$ cat src/rtl/pipe_stage_buf_if.sv
// Handshake bundle between an upstream EX stage, the stage buffer and the downstream MEM stage.
interface pipe_stage_buf_if #(
  parameter int unsigned REG_SZ = 32,
  parameter int unsigned CNT_W  = 2
);
  logic              flush;
  logic              buf_we;
  logic              buf_ack;
  logic [REG_SZ-1:0] ans_in;
  logic [REG_SZ-1:0] dout_in;
  logic [1:0]        rw_e_in;
  logic [1:0]        rw_len_in;
  logic              wb_e_in;
  logic [4:0]        wb_idx_in;
  logic              buf_avail;
  logic              buf_re;
  logic [REG_SZ-1:0] ans_out;
  logic [REG_SZ-1:0] dout_out;
  logic [1:0]        rw_e_out;
  logic [1:0]        rw_len_out;
  logic              wb_e_out;
  logic [4:0]        wb_idx_out;
  logic [CNT_W-1:0]  count;
  logic              ovf;
  logic              unf;

  // Stage side driving writes/reads/flush.
  modport master (
    output flush, buf_we, ans_in, dout_in, rw_e_in, rw_len_in, wb_e_in, wb_idx_in, buf_re,
    input  buf_ack, buf_avail, ans_out, dout_out, rw_e_out, rw_len_out, wb_e_out, wb_idx_out,
           count, ovf, unf
  );

  // Buffer (responder) side.
  modport slave (
    input  flush, buf_we, ans_in, dout_in, rw_e_in, rw_len_in, wb_e_in, wb_idx_in, buf_re,
    output buf_ack, buf_avail, ans_out, dout_out, rw_e_out, rw_len_out, wb_e_out, wb_idx_out,
           count, ovf, unf
  );
endinterface

$ cat src/rtl/pipe_stage_buf.sv
// Inter-stage pipeline buffer: small FIFO between EX and MEM with ack/avail handshake and flush.
module pipe_stage_buf #(
  parameter int unsigned REG_SZ = 32,
  parameter int unsigned DEPTH  = 2,
  parameter int unsigned CNT_W  = 2
) (
  input  logic           clk,
  input  logic           rst,
  pipe_stage_buf_if.slave bus
);

  localparam int unsigned PTR_W = (DEPTH > 1) ? $clog2(DEPTH) : 1;

  typedef struct packed {
    logic [REG_SZ-1:0] ans;
    logic [REG_SZ-1:0] dout;
    logic [1:0]        rw_e;
    logic [1:0]        rw_len;
    logic              wb_e;
    logic [4:0]        wb_idx;
  } entry_t;

  entry_t           mem [DEPTH];
  logic [PTR_W-1:0] wr_ptr;
  logic [PTR_W-1:0] rd_ptr;
  logic [CNT_W-1:0] count_q;
  logic             rearm;
  logic             ack_q;
  logic             ovf_q;
  logic             unf_q;

  logic             avail_c;
  logic             full_c;
  logic             pop_c;
  logic             push_c;
  logic             ovf_set_c;
  logic             unf_set_c;
  entry_t           wr_entry_c;

  // Handshake decode; flush suppresses push, pop and both sticky flags.
  always_comb begin
    avail_c    = 1'b0;
    full_c     = 1'b0;
    pop_c      = 1'b0;
    push_c     = 1'b0;
    ovf_set_c  = 1'b0;
    unf_set_c  = 1'b0;
    wr_entry_c = '0;

    avail_c = (count_q != '0) && !rearm;
    full_c  = (count_q == CNT_W'(DEPTH));

    wr_entry_c.ans    = bus.ans_in;
    wr_entry_c.dout   = bus.dout_in;
    wr_entry_c.rw_e   = bus.rw_e_in;
    wr_entry_c.rw_len = bus.rw_len_in;
    wr_entry_c.wb_e   = bus.wb_e_in;
    wr_entry_c.wb_idx = bus.wb_idx_in;

    if (!bus.flush) begin
      pop_c     = bus.buf_re && avail_c;
      push_c    = bus.buf_we && (!full_c || pop_c);
      ovf_set_c = bus.buf_we && full_c && !pop_c;
      unf_set_c = bus.buf_re && !avail_c;
    end
  end

  // Entry storage; cleared on reset so the head payload reads zero afterwards.
  always_ff @(posedge clk) begin
    if (!rst) begin
      for (int i = 0; i < int'(DEPTH); i++) begin
        mem[i] <= '0;
      end
    end else if (push_c) begin
      mem[wr_ptr] <= wr_entry_c;
    end
  end

  // Pointers, occupancy, ack pulse, post-pop rearm gap and sticky error flags.
  always_ff @(posedge clk) begin
    if (!rst) begin
      wr_ptr  <= '0;
      rd_ptr  <= '0;
      count_q <= '0;
      rearm   <= 1'b0;
      ack_q   <= 1'b0;
      ovf_q   <= 1'b0;
      unf_q   <= 1'b0;
    end else if (bus.flush) begin
      wr_ptr  <= '0;
      rd_ptr  <= '0;
      count_q <= '0;
      rearm   <= 1'b0;
      ack_q   <= 1'b0;
    end else begin
      if (push_c) wr_ptr <= wr_ptr + PTR_W'(1);
      if (pop_c)  rd_ptr <= rd_ptr + PTR_W'(1);
      case ({push_c, pop_c})
        2'b10:   count_q <= count_q + CNT_W'(1);
        2'b01:   count_q <= count_q - CNT_W'(1);
        default: count_q <= count_q;
      endcase
      rearm <= pop_c;
      ack_q <= push_c;
      if (ovf_set_c) ovf_q <= 1'b1;
      if (unf_set_c) unf_q <= 1'b1;
    end
  end

  // Head entry is read straight from storage; status comes from registers.
  assign bus.ans_out    = mem[rd_ptr].ans;
  assign bus.dout_out   = mem[rd_ptr].dout;
  assign bus.rw_e_out   = mem[rd_ptr].rw_e;
  assign bus.rw_len_out = mem[rd_ptr].rw_len;
  assign bus.wb_e_out   = mem[rd_ptr].wb_e;
  assign bus.wb_idx_out = mem[rd_ptr].wb_idx;
  assign bus.buf_avail  = avail_c;
  assign bus.buf_ack    = ack_q;
  assign bus.count      = count_q;
  assign bus.ovf        = ovf_q;
  assign bus.unf        = unf_q;

endmodule

$ cat src/flat_wrapper.sv
// flat-port wrapper written by rule: the top's interface ports become plain ports
module pipe_stage_buf_flat 
#(
  parameter int unsigned REG_SZ = 32,
  parameter int unsigned DEPTH  = 2,
  parameter int unsigned CNT_W  = 2
)
  (clk, rst, bus_flush, bus_buf_we, bus_ans_in, bus_dout_in, bus_rw_e_in, bus_rw_len_in, bus_wb_e_in, bus_wb_idx_in, bus_buf_re, bus_buf_ack, bus_buf_avail, bus_ans_out, bus_dout_out, bus_rw_e_out, bus_rw_len_out, bus_wb_e_out, bus_wb_idx_out, bus_count, bus_ovf, bus_unf);
  pipe_stage_buf_if #(.REG_SZ(REG_SZ), .CNT_W(CNT_W)) bus_i ();
  input  logic clk;
  input  logic rst;
  input wire logic [$bits(bus_i.flush)-1:0] bus_flush;
  input wire logic [$bits(bus_i.buf_we)-1:0] bus_buf_we;
  input wire logic [$bits(bus_i.ans_in)-1:0] bus_ans_in;
  input wire logic [$bits(bus_i.dout_in)-1:0] bus_dout_in;
  input wire logic [$bits(bus_i.rw_e_in)-1:0] bus_rw_e_in;
  input wire logic [$bits(bus_i.rw_len_in)-1:0] bus_rw_len_in;
  input wire logic [$bits(bus_i.wb_e_in)-1:0] bus_wb_e_in;
  input wire logic [$bits(bus_i.wb_idx_in)-1:0] bus_wb_idx_in;
  input wire logic [$bits(bus_i.buf_re)-1:0] bus_buf_re;
  output wire logic [$bits(bus_i.buf_ack)-1:0] bus_buf_ack;
  output wire logic [$bits(bus_i.buf_avail)-1:0] bus_buf_avail;
  output wire logic [$bits(bus_i.ans_out)-1:0] bus_ans_out;
  output wire logic [$bits(bus_i.dout_out)-1:0] bus_dout_out;
  output wire logic [$bits(bus_i.rw_e_out)-1:0] bus_rw_e_out;
  output wire logic [$bits(bus_i.rw_len_out)-1:0] bus_rw_len_out;
  output wire logic [$bits(bus_i.wb_e_out)-1:0] bus_wb_e_out;
  output wire logic [$bits(bus_i.wb_idx_out)-1:0] bus_wb_idx_out;
  output wire logic [$bits(bus_i.count)-1:0] bus_count;
  output wire logic [$bits(bus_i.ovf)-1:0] bus_ovf;
  output wire logic [$bits(bus_i.unf)-1:0] bus_unf;
  assign bus_i.flush = bus_flush;
  assign bus_i.buf_we = bus_buf_we;
  assign bus_i.ans_in = bus_ans_in;
  assign bus_i.dout_in = bus_dout_in;
  assign bus_i.rw_e_in = bus_rw_e_in;
  assign bus_i.rw_len_in = bus_rw_len_in;
  assign bus_i.wb_e_in = bus_wb_e_in;
  assign bus_i.wb_idx_in = bus_wb_idx_in;
  assign bus_i.buf_re = bus_buf_re;
  assign bus_buf_ack = bus_i.buf_ack;
  assign bus_buf_avail = bus_i.buf_avail;
  assign bus_ans_out = bus_i.ans_out;
  assign bus_dout_out = bus_i.dout_out;
  assign bus_rw_e_out = bus_i.rw_e_out;
  assign bus_rw_len_out = bus_i.rw_len_out;
  assign bus_wb_e_out = bus_i.wb_e_out;
  assign bus_wb_idx_out = bus_i.wb_idx_out;
  assign bus_count = bus_i.count;
  assign bus_ovf = bus_i.ovf;
  assign bus_unf = bus_i.unf;
  pipe_stage_buf #(.REG_SZ(REG_SZ), .DEPTH(DEPTH), .CNT_W(CNT_W)) u_core (.clk(clk), .rst(rst), .bus(bus_i));
endmodule
$ cat config.mk
export PLATFORM = sky130hd
export DESIGN_NAME = pipe_stage_buf_flat
export DESIGN_NICKNAME = d
export VERILOG_FILES = /design/src/rtl/pipe_stage_buf_if.sv /design/src/rtl/pipe_stage_buf.sv /design/src/flat_wrapper.sv
export SDC_FILE = /design/constraint.sdc
export NUM_CORES = 1
export LEC_CHECK = 0
export CORE_MARGIN = 8
export CORE_UTILIZATION = 45
export CTS_CLUSTER_SIZE = 25
export DETAILED_ROUTE_END_ITERATION = 6
export PLACE_DENSITY = 0.75
export REMOVE_ABC_BUFFERS = 1
export SYNTH_ARGS = -nofsm -noshare
export SYNTH_HDL_FRONTEND = slang
export SYNTH_SLANG_ARGS = --single-unit
export TNS_END_PERCENT = 30
$ cat constraint.sdc
create_clock -name clk -period 6.65 [get_ports clk]
set_input_delay 0.9975 -clock clk [delete_from_list [all_inputs] [get_ports clk]]
set_output_delay 0.9975 -clock clk [all_outputs]
set_load 0.01 [all_outputs]
==> impl_metrics.ini, run 1 <==
[synth]
synth_area_um2 = 6780
seq_area_frac_synth = 0.682
synth_area_leaders = sky130_fd_sc_hd__edfxtp_1 (66%), sky130_fd_sc_hd__and2_1 (14%), sky130_fd_sc_hd__mux2_2 (12%)
synth.avg_cell_area_um2 = 15.4
synthDominantAreaCellType = sky130_fd_sc_hd__edfxtp_1
postSynthCellCount = 440
synth.distinct_cells = 26
synth_top_cell_area_share = 0.655
yosys_warnings = 0
synth.ff_latch_count = 157

[critical_path]
worstRegToRegCells = 5
critical_path_required_ps = 5650
worst_setup_path_start_kind = flip-flop
path_class = flip-flop to primary output
critical_path.cell_chain = mux2_2 > clkdlybuf4s50_1
timing.critical_path.to_type = primary output
data_arrival_time_of_the_worst_path_ps = 2400
max_stage_delay_ps = 1020
crit_path_max_fanout = 74
crit_slowest_cell = sky130_fd_sc_hd__dfxtp_4

[placed_design]
numPortBuffers = 158
gp_routability_congestion = 0.793
dp_hpwl_um = 8830

[finish]
num-nets-final = 677
antenna-diode-count = 0
area_grow_syn2layout_pct = 34.5
most_common_library_cell_in_the_layout_ignoring_fill_and_taps = sky130_fd_sc_hd__clkdlybuf4s50_1
filler_cell_count = 1123
final_cell_mix = sky130_fd_sc_hd__clkdlybuf4s50_1 (158), sky130_fd_sc_hd__and2_1 (150), sky130_fd_sc_hd__edfxtp_1 (148), sky130_fd_sc_hd__mux2_2 (74), sky130_fd_sc_hd__clkbuf_16 (17)
final_layout_size_suffix_gt1_frac = 0.185
finish.utilization = 0.609

[pwr]
power.density_cell_area_nw_per_um2 = 257
max_vdd_drop_mv = 0.156
total_power_mw = 2.34
p_leak_nw = 3.38

[timing]
setup_viol = 0
timing_hold_violations_final = 0
worst-slew-pin-transition_ps = 1020
layout_worst_path_cycle_share = 0.510
fin_hold_ws_ps = 506
setup_repair_after_global_routing_missed_its_margin = false
max_slew_margin = 0.319
report.final.slew_viol_count = 0
max_clk_rate_ghz = 0.295
timing.setup.tns_ps = 0
clock_skew_ps = 6.34
period_minus_slack_ps = 3390

[detailed_routing]
drtIter0Drc = 217
routed_via_density = 4.97
drt-total-wl_um = 14100
drt_pre_antenna_iters = 4
drc = 0
vias = 3968
postRouteAntennaNets = 0
drt-wirelength-per-cell_um = 17.6

[flow_run]
timing.max_cap.violations = 0

[grt]
grt_start_max_net_pins = 76
antenna_found_initial = 0
grt_pass1_vias = 4517
global_route_wire_length_before_repair_um = 22700
gr-usage-all-layers = 0.152
grt_overflow_total = 0

[clocking]
sinks_on_the_clock_net = 157
cts.hold.buffers_added = 0
clock_tree_from_tritoncts = yes
clock_tree.htree_level_count = 4
cts.repair.resized = 0
clkSlewWorstSetupHoldPaths_ps = 60
root_buffer = sky130_fd_sc_hd__clkbuf_16
cts_buffers = 17
clock_tree.buffer_depth = 2
clk_latency_ps = 420
post_cts_buffers = 0

[hold_path]
timing.hold.worst.class = flip-flop to flip-flop
hold_path_depth = 2

[floorplanning]
floorplan_die_height_um = 139
overall_die_area_um2 = 19300
core_area_um2 = 15000
boundaryPins = 159
floorplan.initialDensity = 0.453
fp.dieW_um = 139
row_count = 45

[status]
outcome = finished, final reports clean
==> cells in the mapped netlist (all sizes together) <==
library cell,number
a211oi,1
xnor2,1
xor2,1
a41oi,1
clkbuf,11
nand2b,4
dfxtp,9
o21ai,4
o21bai,2
nor2b,4
nand2,2
or3,2
a31oi,1
buf,13
ha,1
mux2,74
a2111oi,1
inv,4
edfxtp,148
and2,150
nor2,2
a21oi,4
==> sequential cells by signal (all words and copies together), names as in the netlist, named ones only <==
register / flops
u_core.bus.count: 2
u_core.bus.unf: 1
u_core.rd_ptr: 1
u_core.bus.ovf: 1
u_core.mem: 148
u_core.rearm: 1
u_core.bus.buf_ack: 1
u_core.wr_ptr: 1
==> cell families after synthesis <==
| kind of cell | after synthesis | share of synthesized area |
|---|---|---|
| compound gates | 14 | 0.0155 |
| xor+xnor | 2 | 0.00258 |
| fa+ha+maj | 1 | 0.00185 |
| buf+inv | 28 | 0.0245 |
| flops | 157 | 0.682 |
| mux | 74 | 0.123 |
| simple gates | 164 | 0.151 |
==> through the flow <==
step | setup slack, ps | area [µm²] | std cells
after floorplan | -617 | 6630 | 416
after global placement | 3210 | 8510 | 766
after detailed placement | 3090 | 8510 | 766
after CTS | 3190 | 9120 | 798
after global routing | 3100 | 9120 | 798
final | 3260 | 9120 | 798
==> where the power goes <==
group | leakage [nW] | total [mW] | internal [mW] | switching (mW)
Clock | 0.292 | 0.989 | 0.621 | 0.368
Sequential | 1.62 | 1.14 | 1.13 | 0.0133
Combinational | 1.46 | 0.207 | 0.122 | 0.0859
==> critical path: cells and delay by family, from the launching register on <==
kind                   cells  cell delay [ps]
multiplexers               1              440
buffers and inverters      1              490
flip-flops                 1             1020
==> routing by layer <==
metal,vias up,share of wire,GRT usage
met5,-,0,0
met4,0,0.017,0.0676
met3,20,0.069,0.0627
met2,110,0.51,0.265
met1,1964,0.40,0.157
li1,1874,-,-
==> final timing paths <==
kind	to	slack (ps)	from
max reg2reg	u_core.mem[1][68]	4220	u_core.rearm
min reg2reg	u_core.bus.ovf	510	u_core.bus.ovf
min	u_core.bus.ovf	510	u_core.bus.ovf
max	bus_ans_out[20]	3260	flip-flop
==> layout make-up <==
| cell class | instances | area, µm² | share of cell area |
|---|---|---|---|
| multi-input cells | 255 | 2020 | 0.222 |
| inverters | 4 | 15.0 | 0.00165 |
| clock buffers | 18 | 429 | 0.0471 |
| flip-flops and latches | 157 | 4630 | 0.508 |
| repair buffers | 162 | 1610 | 0.177 |
| clock inverters | 14 | 175 | 0.0192 |
| well taps | 188 | 235 | 0.0258 |
Power figures use the tool's default switching activity.
==> run 2: changes to the inputs <==
==> constraint.sdc (replaced) <==
create_clock -name clk -period 2.8 [get_ports clk]
set_input_delay 0.42 -clock clk [delete_from_list [all_inputs] [get_ports clk]]
set_output_delay 0.42 -clock clk [all_outputs]
set_load 0.01 [all_outputs]
==> impl_metrics.ini, run 2 (same netlist as run 1, synthesis figures left out) <==
[grt]
grt_overflow_total = 0
gr-usage-all-layers = 0.151
antenna_found_initial = 0
grt_pass1_vias = 4347
grt_start_max_net_pins = 76
global_route_wire_length_before_repair_um = 22700

[hold_path]
timing.hold.worst.class = flip-flop to flip-flop
hold_path_depth = 2

[floorplanning]
row_count = 45
floorplan.initialDensity = 0.453
core_area_um2 = 15000
boundaryPins = 159
floorplan_die_height_um = 139
overall_die_area_um2 = 19300
fp.dieW_um = 139

[finish]
largest-register = u_core.mem
most_common_library_cell_in_the_layout_ignoring_fill_and_taps = sky130_fd_sc_hd__clkdlybuf4s50_1
multiInputGateArea_um2 = 2020
filler_cell_count = 1140
layoutNonFillerInstCount = 802
antenna-diode-count = 0
final_layout_size_suffix_gt1_frac = 0.197
final_cell_mix = sky130_fd_sc_hd__clkdlybuf4s50_1 (158), sky130_fd_sc_hd__and2_1 (150), sky130_fd_sc_hd__edfxtp_1 (148), sky130_fd_sc_hd__mux2_2 (74), sky130_fd_sc_hd__clkbuf_16 (17)
number_of_flip_flops_in_the_largest_register = 148
sequential_cell_area_um2 = 4630
num-nets-final = 681
area_grow_syn2layout_pct = 36.6

[clocking]
cts_buffers = 17
clkSlewWorstSetupHoldPaths_ps = 60
clock_tree.buffer_depth = 2
root_buffer = sky130_fd_sc_hd__clkbuf_16
clock_tree_from_tritoncts = yes
post_cts_buffers = 0
cts.repair.resized = 0
sinks_on_the_clock_net = 157
clock_tree.htree_level_count = 4
cts.hold.buffers_added = 0
clk_latency_ps = 420

[critical_path]
worstRegToRegCells = 6
crit_path_max_fanout = 66
path_class = flip-flop to primary output
timing.critical_path.to_type = primary output
data_arrival_time_of_the_worst_path_ps = 2130
worst_setup_path_start_kind = flip-flop
critical_path_required_ps = 2380

[pwr]
power.density_cell_area_nw_per_um2 = 616
max_vdd_drop_mv = 0.349
p_leak_nw = 3.43

[detailed_routing]
drt-wirelength-per-cell_um = 17.7
drtIter0Drc = 236
routed_via_density = 4.92
drc = 0
vias = 3948
drt-total-wl_um = 14200
postRouteAntennaNets = 0
drt_pre_antenna_iters = 4

[timing]
max_slew_margin = 0.713
period_minus_slack_ps = 2550
report.final.slew_viol_count = 0
timing_hold_violations_final = 0
timing.setup.tns_ps = 0
layout_worst_path_cycle_share = 0.911
worst-slew-pin-transition_ps = 429
max_clk_rate_ghz = 0.392
clock_skew_ps = 7.27
setup_repair_after_global_routing_missed_its_margin = false
setup_viol = 0

[status]
outcome = finished, final reports clean

[placed_design]
placed_cell_count = 770
dp_hpwl_um = 9250
numPortBuffers = 158
gp_routability_congestion = 0.793

[flow_run]
timing.max_cap.violations = 0
==> run 2: cell types whose count changed in the layout (fill, tap and decap cells not counted), sizes merged <==
| cell | delta |
|---|---|
| buf | +4 |
| inv | +1 |
| clkinvlp | +3 |
| clkinv | -4 |
| bufinv | +1 |
| clkbuf | -1 |
==> run 2: layout make-up <==
type                    instances  share of cell area
inverters                       4             0.00162
well taps                     188              0.0254
multi-input cells             255               0.219
clock buffers                  17              0.0459
clock inverters                15              0.0238
flip-flops and latches        157               0.500
repair buffers                166               0.185
==> run 2: stage by stage <==
stage / hold WS (ps) / worst slack, ps / utilization / instance area [µm²] / power [mW]
2_1_floorplan: 480 / -3890 / - / 6630 / 2.96
3_3_place_gp: 484 / 374 / 0.576 / 8620 / 3.27
3_5_place_dp: 488 / 285 / 0.576 / 8620 / 3.28
4_1_cts: 519 / 220 / 0.619 / 9270 / 5.75
5_1_grt: 546 / 166 / 0.619 / 9270 / 5.89
6_report: 511 / 250 / 0.619 / 9270 / 5.71
==> run 2: per-layer routing <==
layer  routed length (µm)  GRT usage  up-vias
met4                  148     0.0537        0
met3                  842     0.0537       10
met5                    0          0        -
met2                 7210      0.255      112
met1                 6000      0.175     1939
li1                     -          -     1887
==> run 2: final timing paths <==
check / start / end / slack [ps]
setup / recovery: flip-flop / bus_ans_out[13] / 250
hold / removal: u_core.rd_ptr / flip-flop / 510
setup reg to reg: u_core.bus.count[1] / u_core.bus.count[1] / 800
hold reg to reg: u_core.rd_ptr / flip-flop / 510
==> run 2: power by group <==
group,internal (mW),switching (mW)
sequential,2.68,0.0290
clock,1.58,0.906
combinational,0.302,0.211
==> run 2: critical path, cell delays in order (launching register included) <==
cell                              delay, ps
sky130_fd_sc_hd__dfxtp_4                420
sky130_fd_sc_hd__buf_12                 340
sky130_fd_sc_hd__mux2_2                 400
sky130_fd_sc_hd__clkdlybuf4s50_1        500
==> run 3: changes to the inputs <==
--- a/config.mk
+++ b/config.mk
@@ -5,11 +5,11 @@
 export SDC_FILE = /design/constraint.sdc
 export NUM_CORES = 1
 export LEC_CHECK = 0
-export CORE_MARGIN = 8
-export CORE_UTILIZATION = 45
+export CORE_MARGIN = 2
+export CORE_UTILIZATION = 54
 export CTS_CLUSTER_SIZE = 25
 export DETAILED_ROUTE_END_ITERATION = 6
-export PLACE_DENSITY = 0.75
+export PLACE_DENSITY = 0.85
 export REMOVE_ABC_BUFFERS = 1
 export SYNTH_ARGS = -nofsm -noshare
 export SYNTH_HDL_FRONTEND = slang
==> constraint.sdc (replaced) <==
create_clock -name clk -period 3.2 [get_ports clk]
set_input_delay 0.48 -clock clk [delete_from_list [all_inputs] [get_ports clk]]
set_output_delay 0.48 -clock clk [all_outputs]
set_load 0.01 [all_outputs]
==> impl_metrics.ini, run 3 (same netlist as run 1, synthesis figures left out) <==
[status]
outcome = finished, final reports clean

[critical_path]
r2r-end = u_core.mem[1][36]
critical_path.cell_chain = buf_4 > mux2_2 > clkdlybuf4s50_1
crit_family = buffers and inverters
worstPathBufferInverterCount = 2
reg2reg_from = u_core.rearm
worst-path-stages = 3
timing.critical_path.to_type = primary output
reg2reg_slack_ps = 1150
worstRegToRegCells = 5
max_stage_delay_ps = 600
worst_setup_path_start_kind = flip-flop
path_class = flip-flop to primary output
crit_slowest_cell = sky130_fd_sc_hd__dfxtp_4
critical_path_required_ps = 2720
data_arrival_time_of_the_worst_path_ps = 2220
crit_path_max_fanout = 27

[finish]
most_common_library_cell_in_the_layout_ignoring_fill_and_taps = sky130_fd_sc_hd__clkdlybuf4s50_1
final_cell_mix = sky130_fd_sc_hd__clkdlybuf4s50_1 (158), sky130_fd_sc_hd__and2_1 (150), sky130_fd_sc_hd__edfxtp_1 (148), sky130_fd_sc_hd__mux2_2 (74), sky130_fd_sc_hd__clkbuf_16 (17)
antenna-diode-count = 0
largest-register = u_core.mem
number_of_flip_flops_in_the_largest_register = 148
num-nets-final = 684
area_grow_syn2layout_pct = 35.7
finish.instance_area_um2 = 9200
final_layout_size_suffix_gt1_frac = 0.189

[timing]
timing.setup.tns_ps = 0
max_clk_rate_ghz = 0.370
setup_repair_after_global_routing_missed_its_margin = false
setup_viol = 0
period_minus_slack_ps = 2700
layout_worst_path_cycle_share = 0.844
fin_hold_ws_ps = 522
report.final.slew_viol_count = 0
max_slew_margin = 0.517
layout_setup_ws_ps = 499
worst-slew-pin-transition_ps = 723
clock_skew_ps = 11.7
timing_hold_violations_final = 0

[detailed_routing]
vias = 4054
routed-wl-met2_um = 7410
drc = 0
drt-total-wl_um = 13900
drt-met1-wl_um = 5400
routed_via_density = 5.18
drtIter0Drc = 218
highest_layer = met4
postRouteAntennaNets = 0
drt-wirelength-per-cell_um = 17.8
drt_pre_antenna_iters = 5
routed-wl-met3_um = 847

[flow_run]
timing.max_cap.violations = 0

[pwr]
max_vdd_drop_mv = 0.310
power.density_cell_area_nw_per_um2 = 535
p_leak_nw = 3.43
total_power_mw = 4.92

[floorplanning]
overall_die_area_um2 = 13500
floorplan_die_height_um = 116
core_area_um2 = 12100
fp.dieW_um = 116
boundaryPins = 159
row_count = 40
floorplan.initialDensity = 0.560

[hold_path]
hold_path_depth = 2
min-delay-start = u_core.rd_ptr
timing.hold.worst.class = flip-flop to flip-flop

[clocking]
cts_buffers = 17
cts.repair.resized = 0
post_cts_buffers = 0
clock_tree_from_tritoncts = yes
clock_tree.buffer_depth = 2
root_buffer = sky130_fd_sc_hd__clkbuf_16
clkSlewWorstSetupHoldPaths_ps = 60
cts.hold.buffers_added = 0
clock_tree.htree_level_count = 4
clk_latency_ps = 420
sinks_on_the_clock_net = 157

[grt]
global_route_wire_length_before_repair_um = 21400
grt_start_max_net_pins = 50
antenna_found_initial = 0
grt_overflow_total = 0
grt_pass1_vias = 4361
gr-usage-all-layers = 0.215

[placed_design]
dpl-instance-area_um2 = 8590
dp_hpwl_um = 9000
gp_routability_congestion = 0.837
numPortBuffers = 158
place_ws_ps = 575
## run 3: changes by cell type in the layout (fill, tap and decap cells not counted)
| cell | previous run | this run |
|---|---|---|
| sky130_fd_sc_hd__buf_4 | 2 | 7 |
| sky130_fd_sc_hd__clkbuf_1 | 0 | 3 |
| sky130_fd_sc_hd__clkinv_2 | 3 | 2 |
| sky130_fd_sc_hd__buf_12 | 6 | 4 |
| sky130_fd_sc_hd__clkinvlp_4 | 5 | 0 |
| sky130_fd_sc_hd__inv_6 | 1 | 0 |
| sky130_fd_sc_hd__clkinv_4 | 1 | 0 |
| sky130_fd_sc_hd__clkinv_1 | 0 | 3 |
## run 3: cell type report
cell class	instances	area, µm²
flip-flops and latches	157	4630
repair buffers	169	1710
clock inverters	10	171
clock buffers	20	437
well taps	168	210
fillers	775	2910
multi-input cells	255	2020
inverters	4	15.0
## run 3: where the power goes
| part | total, mW | internal, mW | switching (mW) |
|---|---|---|---|
| sequential | 2.37 | 2.35 | 0.0278 |
| combinational | 0.442 | 0.260 | 0.182 |
| clock | 2.11 | 1.36 | 0.742 |
## run 3: worst max-delay path by stage
stage / start / endpoint
floorplan: bus_flush / u_core.mem[1][0]
global placement: bus_buf_re / u_core.mem[1][73]
detailed placement: bus_buf_re / u_core.mem[1][73]
CTS: flip-flop / bus_ans_out[8]
global route: flip-flop / bus_ans_out[8]
finish: flip-flop / bus_ans_out[6]
## run 3: routing by layer
| metal | up-vias | GRT usage |
|---|---|---|
| met5 | - | 0 |
| met4 | 0 | 0.0714 |
| met3 | 23 | 0.0664 |
| met2 | 140 | 0.388 |
| met1 | 2000 | 0.244 |
| li1 | 1891 | - |
## run 3: per-stage QoR
stage | std cells | utilization
floorplan | 416 | -
global placement | 753 | 0.709
detailed placement | 753 | 0.709
CTS | 783 | 0.760
global route | 783 | 0.760
finish | 783 | 0.760
## run 3: tightest hold or removal path, cell delays in order (launching register included)
cell and delay [ps]:
sky130_fd_sc_hd__dfxtp_1 310, sky130_fd_sc_hd__o21ai_0 100, sky130_fd_sc_hd__a21oi_1 70
